## config.mk

```make
export PLATFORM = sky130hd
export DESIGN_NAME = mem_port_arbiter
export DESIGN_NICKNAME = d
export VERILOG_FILES = /design/src/rtl/mem_port_arbiter.sv
export SDC_FILE = /design/constraint.sdc
export NUM_CORES = 1
export LEC_CHECK = 0
export CAP_MARGIN = 20
export CORE_MARGIN = 10
export CORE_UTILIZATION = 33
export DETAILED_ROUTE_END_ITERATION = 8
export HOLD_SLACK_MARGIN = 0.12
export PLACE_DENSITY = 0.8
export SLEW_MARGIN = 10
export SYNTH_ARGS = -nofsm -noshare
export SYNTH_HDL_FRONTEND = slang
export SYNTH_SLANG_ARGS = --single-unit
```

## constraint.sdc

```tcl
create_clock -name clk -period 2.5 [get_ports clk]
set_input_delay 0.375 -clock clk [delete_from_list [all_inputs] [get_ports clk]]
set_output_delay 0.375 -clock clk [all_outputs]
set_load 0.005 [all_outputs]
```

## src/rtl/mem_port_arbiter.sv

```systemverilog
// ============================================================================
//  mem_port_arbiter
//  Shares one single-ported memory between instruction fetch and data access,
//  one outstanding transaction, data priority with a fetch starvation guard.
//  Revision: 1.0
// ============================================================================
`default_nettype none

module mem_port_arbiter #(
  parameter int ADDR_W     = 32,
  parameter int DATA_W     = 32,
  parameter int STARVE_MAX = 4
) (
  input  logic                clk,
  input  logic                rst,

  input  logic                if_req,
  input  logic [ADDR_W-1:0]   if_addr,
  output logic                if_gnt,
  output logic                if_rvalid,
  output logic [DATA_W-1:0]   if_rdata,

  input  logic                d_req,
  input  logic                d_we,
  input  logic [ADDR_W-1:0]   d_addr,
  input  logic [DATA_W-1:0]   d_wdata,
  input  logic [DATA_W/8-1:0] d_be,
  output logic                d_gnt,
  output logic                d_rvalid,
  output logic [DATA_W-1:0]   d_rdata,

  input  logic                flush,

  output logic                mem_req,
  output logic                mem_we,
  output logic [ADDR_W-1:0]   mem_addr,
  output logic [DATA_W-1:0]   mem_wdata,
  output logic [DATA_W/8-1:0] mem_be,
  input  logic                mem_rvalid,
  input  logic [DATA_W-1:0]   mem_rdata
);

  localparam int         BE_W       = DATA_W / 8;
  localparam logic [3:0] STARVE_LIM = 4'(STARVE_MAX);

  typedef enum logic [0:0] {
    ST_IDLE = 1'b0,
    ST_WAIT = 1'b1
  } state_t;

  state_t     r_state;
  state_t     w_state_nxt;
  logic       r_owner_d;
  logic       r_we;
  logic       r_drop;
  logic [3:0] r_starve_cnt;

  logic       w_gnt_if;
  logic       w_gnt_d;
  logic       w_if_forced;
  logic       w_ack;
  logic       w_if_resp;
  logic       w_d_resp;

  assign w_if_forced = (r_starve_cnt >= STARVE_LIM);

  always_ff @(posedge clk or posedge rst) begin
    if (rst) begin
      r_state <= ST_IDLE;
    end else begin
      r_state <= w_state_nxt;
    end
  end

  // Grants are gated by rst so nothing leaks onto the memory bus during reset.
  always_comb begin
    w_state_nxt = r_state;
    w_gnt_if    = 1'b0;
    w_gnt_d     = 1'b0;
    case (r_state)
      ST_IDLE: begin
        if (!rst) begin
          if (d_req && !(if_req && w_if_forced)) begin
            w_gnt_d = 1'b1;
          end else if (if_req) begin
            w_gnt_if = 1'b1;
          end
          if (d_req || if_req) begin
            w_state_nxt = ST_WAIT;
          end
        end
      end
      ST_WAIT: begin
        if (mem_rvalid) begin
          w_state_nxt = ST_IDLE;
        end
      end
      default: w_state_nxt = ST_IDLE;
    endcase
  end

  assign if_gnt  = w_gnt_if;
  assign d_gnt   = w_gnt_d;
  assign mem_req = w_gnt_if | w_gnt_d;

  always_comb begin
    mem_we    = 1'b0;
    mem_addr  = '0;
    mem_wdata = '0;
    mem_be    = '0;
    if (w_gnt_d) begin
      mem_we    = d_we;
      mem_addr  = d_addr;
      mem_wdata = d_wdata;
      mem_be    = d_be;
    end else if (w_gnt_if) begin
      mem_addr  = if_addr;
      mem_be    = {BE_W{1'b1}};
    end
  end

  // Owner/we/drop describe the single transaction currently in flight.
  always_ff @(posedge clk or posedge rst) begin
    if (rst) begin
      r_owner_d <= 1'b0;
      r_we      <= 1'b0;
      r_drop    <= 1'b0;
    end else if (w_gnt_if || w_gnt_d) begin
      r_owner_d <= w_gnt_d;
      r_we      <= w_gnt_d & d_we;
      r_drop    <= 1'b0;
    end else if ((r_state == ST_WAIT) && !r_owner_d && flush) begin
      r_drop    <= 1'b1;
    end
  end

  always_ff @(posedge clk or posedge rst) begin
    if (rst) begin
      r_starve_cnt <= 4'd0;
    end else if (w_gnt_if) begin
      r_starve_cnt <= 4'd0;
    end else if (w_gnt_d && if_req) begin
      r_starve_cnt <= r_starve_cnt + 4'd1;
    end
  end

  // An ack seen in IDLE (e.g. left over from before a reset) is ignored.
  assign w_ack     = (r_state == ST_WAIT) && mem_rvalid;
  assign w_if_resp = w_ack && !r_owner_d && !r_drop && !flush;
  assign w_d_resp  = w_ack && r_owner_d;

  always_ff @(posedge clk or posedge rst) begin
    if (rst) begin
      if_rvalid <= 1'b0;
      d_rvalid  <= 1'b0;
      if_rdata  <= '0;
      d_rdata   <= '0;
    end else begin
      if_rvalid <= w_if_resp;
      d_rvalid  <= w_d_resp;
      if (w_if_resp) begin
        if_rdata <= mem_rdata;
      end
      if (w_d_resp) begin
        d_rdata <= r_we ? '0 : mem_rdata;
      end
    end
  end

endmodule

`default_nettype wire

```

==> impl_summary.md <==
Floorplan
The die is 123.1 µm wide. For this configuration, the core starts out at a cell density of between 30% and 40%. 277 I/O pins were placed. The floorplan step defined a die boundary enclosing 15150 µm². The core region is 10320 µm². The die height is 123.1 µm. The number of rows created at floorplan is 37.

Power and ir drop
The proportion of power drawn by the clock network is approximately a fifth. The static leakage is 3.313 nW. In this run switching power makes up 27.97% of total power. In this run the power spent charging and discharging nets is approximately 0.0015 W. Power spread over the standard cell area amounts to 768.4 nW/µm². The internal portion of the total power is 0.003766 W. The proportion of power drawn by flip-flops and latches is 38.2%. IR analysis of the VDD net gives a maximum drop of 395.7 µV.

The combinational fraction of design power is 42.8%.

Status
The flow ran to the end, but the final reports show violations. The final reports fail on negative setup slack.

Timing
The final-report max-slew violation count was 0. The relative slew slack is 63.00%. Setup repair after global routing could not meet its margin everywhere.

The final setup slack of the worst path is -12.26 ps. At the pin with the least slew margin, the transition time is roughly 550 ps. The number of failing setup endpoints in the final timing report is 1. The final critical-path share of the clock period is 100.5%. Counting I/O delays and the setup requirement, the final critical path takes 2512 ps. The final hold violation count is 0. Clock skew on the completed layout was measured at 12.84 ps. The upper clock frequency limit is 398.0 MHz. Across all hold checks on the routed design, the worst slack comes to 482.6 ps.

Setup path
The required time of the critical path is around 2100 ps. The slowest stage of the critical path belongs to the cell sky130_fd_sc_hd__clkdlybuf4s50_1. Along the worst path, the maximum fanout reaches 19. The capture instance of the worst register-to-register path is if_rdata[4]$_DFFE_PP0P_. The kind of capture point of the worst setup path is an output port. The signal on the critical path passes through clkdlybuf4s50_1, buf_4, nor2_4, and3_4, buf_8, and2_1, clkdlybuf4s50_1. The reg-to-reg setup timing slack is just under 900 ps.

The number of buffer and inverter stages on the critical path is 4. The number of cells traversed by the worst register-to-register path is 4. STA classifies the critical path startpoint as an input port. For this run, the slowest stage of the critical path takes 510 ps. Counting stages on the worst path, the most repeated cell is sky130_fd_sc_hd__clkdlybuf4s50_1. The startpoint-to-endpoint class of the critical path is in2out.

In this design, the largest share of critical-path delay is due to buffers and inverters. In this run the critical register-to-register path is launched from r_state$_DFF_PP0_. STA puts the critical path data arrival time at 2140 ps.

Clock network
The TritonCTS sink count is 74. The H-tree generated during clock tree synthesis spans 3 levels. The TritonCTS clock tree is built.

The buffer depth of the longest clock path is 2. At the later pin of the worst-skew pair, clock insertion delay measures between 300 and 400 ps. After clock tree synthesis, the flow added hold-fix buffers numbering 0. The tree is rooted in a sky130_fd_sc_hd__clkbuf_8.

The clock transition at the registers of the reported paths is 70 ps. The total clock buffers created by CTS is 9.

Detailed routing
For this run, the detailed router's first-pass iteration total came to 6. After detailed routing, the average wire length per cell comes to ~20 µm. The first-iteration detailed-routing DRC count is 212. For this run, design rule violations remaining after detail routing come to 0. The mean number of vias per cell is 4.661.

The number of vias after detailed routing is 3524. For this block, the routed nets add up to around 15 mm of wire. The detail route stage leaves a number of antenna-violating nets equal to 0.

Synthesis
The cell count after synthesis came out at roughly 330. The biggest area contributor in the post-synthesis netlist is sky130_fd_sc_hd__dfrtp_1. Ranked by total cell area, the synthesized netlist is headed by sky130_fd_sc_hd__dfrtp_1, sky130_fd_sc_hd__mux2_2, sky130_fd_sc_hd__a22o_1.

The mean instance size in the synthesized netlist is roughly 11 µm². The prevailing post-synth register cell is sky130_fd_sc_hd__dfrtp_1. In this run the cell area of the synthesized design comes to 3506 µm². Among all cell types in the netlist, the one instantiated most often is sky130_fd_sc_hd__dfrtp_1. The count of synthesis-stage warnings from yosys is 0.

Of the post-synthesis cell area, the dominant cell type holds 52.82%. After synthesis, the most frequently instantiated cells are sky130_fd_sc_hd__dfrtp_1, sky130_fd_sc_hd__and2_1, sky130_fd_sc_hd__nand2_1, sky130_fd_sc_hd__o21ai_0, sky130_fd_sc_hd__a22o_1. The netlist uses 23 different library cells. After synthesis the netlist holds a flip-flop and latch count of 74.

Yosys mapped a number of flops with a built-in enable equal to 0. The fraction of the yosys area taken by sequential cells is 52.82%. The async set-reset flop share out of synthesis is between 90% and 100%. Synthesis produced a netlist with a net count of roughly 470.

Run
The max-cap check violation count is 0.

Global route
The global router's overall resource usage is 19.06%. The wire length of the first global-routing pass is 22.00 mm. After global routing the overflow that remains totals 0.

The via count of the first global-routing pass came to 3788. The maximum number of pins on one net before global-route repair is 45. The number of antenna violations at the first check in global routing was 0.

Final layout
In the final layout, the share of cells above drive strength 1 is 15.48%. The non-filler instance count after layout is about 760. The number of antenna diodes in the final layout is 0. The net count of the finished layout is 756. From synthesis to final layout, the design area changed by 94.08%.

Placement
The number of placed instances, taps included, is 731. The worst slack after detailed placement is -244.7 ps. The detailed placement HPWL is roughly 13 mm. The congestion estimate from routability-driven global placement came to 0.8281. Port buffering added 276 buffers.

Min path
The path type of the worst min-delay path is reg2reg. The worst hold path terminates at d_rdata[16]$_DFFE_PP0P_. The startpoint of the worst hold path is d_rdata[16]$_DFFE_PP0P_. The count of cells along the worst hold path is 2.
stage by stage:
step / utilization, % / power [W] / instance area, µm² / TNS (ps)
6_report: 65.91 / 0.005228 / 6804 / -12.26
5_1_grt: 65.91 / 0.005575 / 6804 / -87.85
4_1_cts: 64.55 / 0.005301 / 6664 / -701.1
3_5_place_dp: 62.80 / 0.004305 / 6484 / -12280
3_3_place_gp: 62.80 / 0.004232 / 6484 / -11530
2_1_floorplan: - / 0.002657 / 3506 / 0
placed cells by master, fill, tap and decap left out, types with 5 or more instances in the layout:
cell type                         synthesis  layout
sky130_fd_sc_hd__buf_4                    0      18
sky130_fd_sc_hd__and2_1                  34      34
sky130_fd_sc_hd__nand2b_1                32      32
sky130_fd_sc_hd__o21ai_0                 34      33
sky130_fd_sc_hd__mux2_2                  32      32
sky130_fd_sc_hd__clkdlybuf4s15_1          0      18
sky130_fd_sc_hd__clkbuf_2                 0      14
sky130_fd_sc_hd__a22o_1                  33      33
sky130_fd_sc_hd__dlymetal6s2s_1           0      14
sky130_fd_sc_hd__dfrtp_1                 74      73
sky130_fd_sc_hd__clkdlybuf4s50_1          0     207
sky130_fd_sc_hd__dlygate4sd2_1            0      23
sky130_fd_sc_hd__nand2_1                 34      34
sky130_fd_sc_hd__clkbuf_8                 0       9
sky130_fd_sc_hd__a21o_1                   5       5
sky130_fd_sc_hd__buf_12                   0       5
power by group through the flow:
| stage | clock network (W) | logic [W] | registers, W |
|---|---|---|---|
| floorplan | 0 | 0.000632 | 0.00202 |
| global placement | 0 | 0.00224 | 0.00199 |
| detailed placement | 0 | 0.00229 | 0.00202 |
| CTS | 0.00103 | 0.00227 | 0.00200 |
| global route | 0.00109 | 0.00242 | 0.00207 |
| finish | 0.000995 | 0.00224 | 0.00200 |
cells by family (layout without fill, tap and decap cells):
kind of cell             after synthesis  after routing  share of synthesized area, %
AO/OA/AOI/OAI                         78             78                         15.17
adder cells (fa/ha/maj)                1              1                        0.3568
buffers and inverters                 30            323                         4.140
flip-flops                            74             74                         52.82
multiplexers                          32             32                         10.28
AND/OR/NAND/NOR                      112            112                         17.24
sequential cells by signal (all words and copies together) (netlist names):
register and cells:
d_rdata 32, if_rdata 32, r_starve_cnt 4, d_rvalid 1, if_rvalid 1, r_drop 1
r_owner_d 1, r_state 1, r_we 1
worst min-delay path: stages (launching register included):
cell and delay (ps):
sky130_fd_sc_hd__dfrtp_1 350, sky130_fd_sc_hd__nand2_1 40, sky130_fd_sc_hd__o21ai_0 60
layout make-up:
cell class,instances,area (µm²)
timing repair buffer,303,3010
inverter,5,18.77
fill,844,3520
tap,136,170.2
multi-input combinational,223,1538
clock inverter,6,90.09
clock buffer,9,123.9
sequential,74,1853
how the worst max path moves through the flow:
| stage | slack, ps | depth (start not counted) | endpoint | startpoint |
|---|---|---|---|---|
| after detailed placement | -240 | 7 | mem_addr[30] | rst |
| after global routing | -80 | 7 | mem_wdata[3] | rst |
| after global placement | -230 | 6 | mem_addr[30] | if_req |
| after floorplan | 240 | 1 | d_rdata[0]$_DFFE_PP0P_ | rst |
| after CTS | -150 | 6 | mem_addr[24] | if_req |
| final | -10 | 7 | mem_wdata[3] | rst |
routing by layer:
metal	global-route usage, %	part of all wire [%]	up-vias
met3	8.113	10	25
met4	8.515	3.2	0
met2	35.58	55	169
met1	17.66	32	1634
li1	-	-	1696
met5	0	0	-
timing repair:
action,CTS,global route
setup buffers,0,8
pin swaps,1,1
setup endpoints to repair,71,16
gates resized for setup,64,67
cloned,0,2
Note: power is estimated with default switching activity, not from simulation.
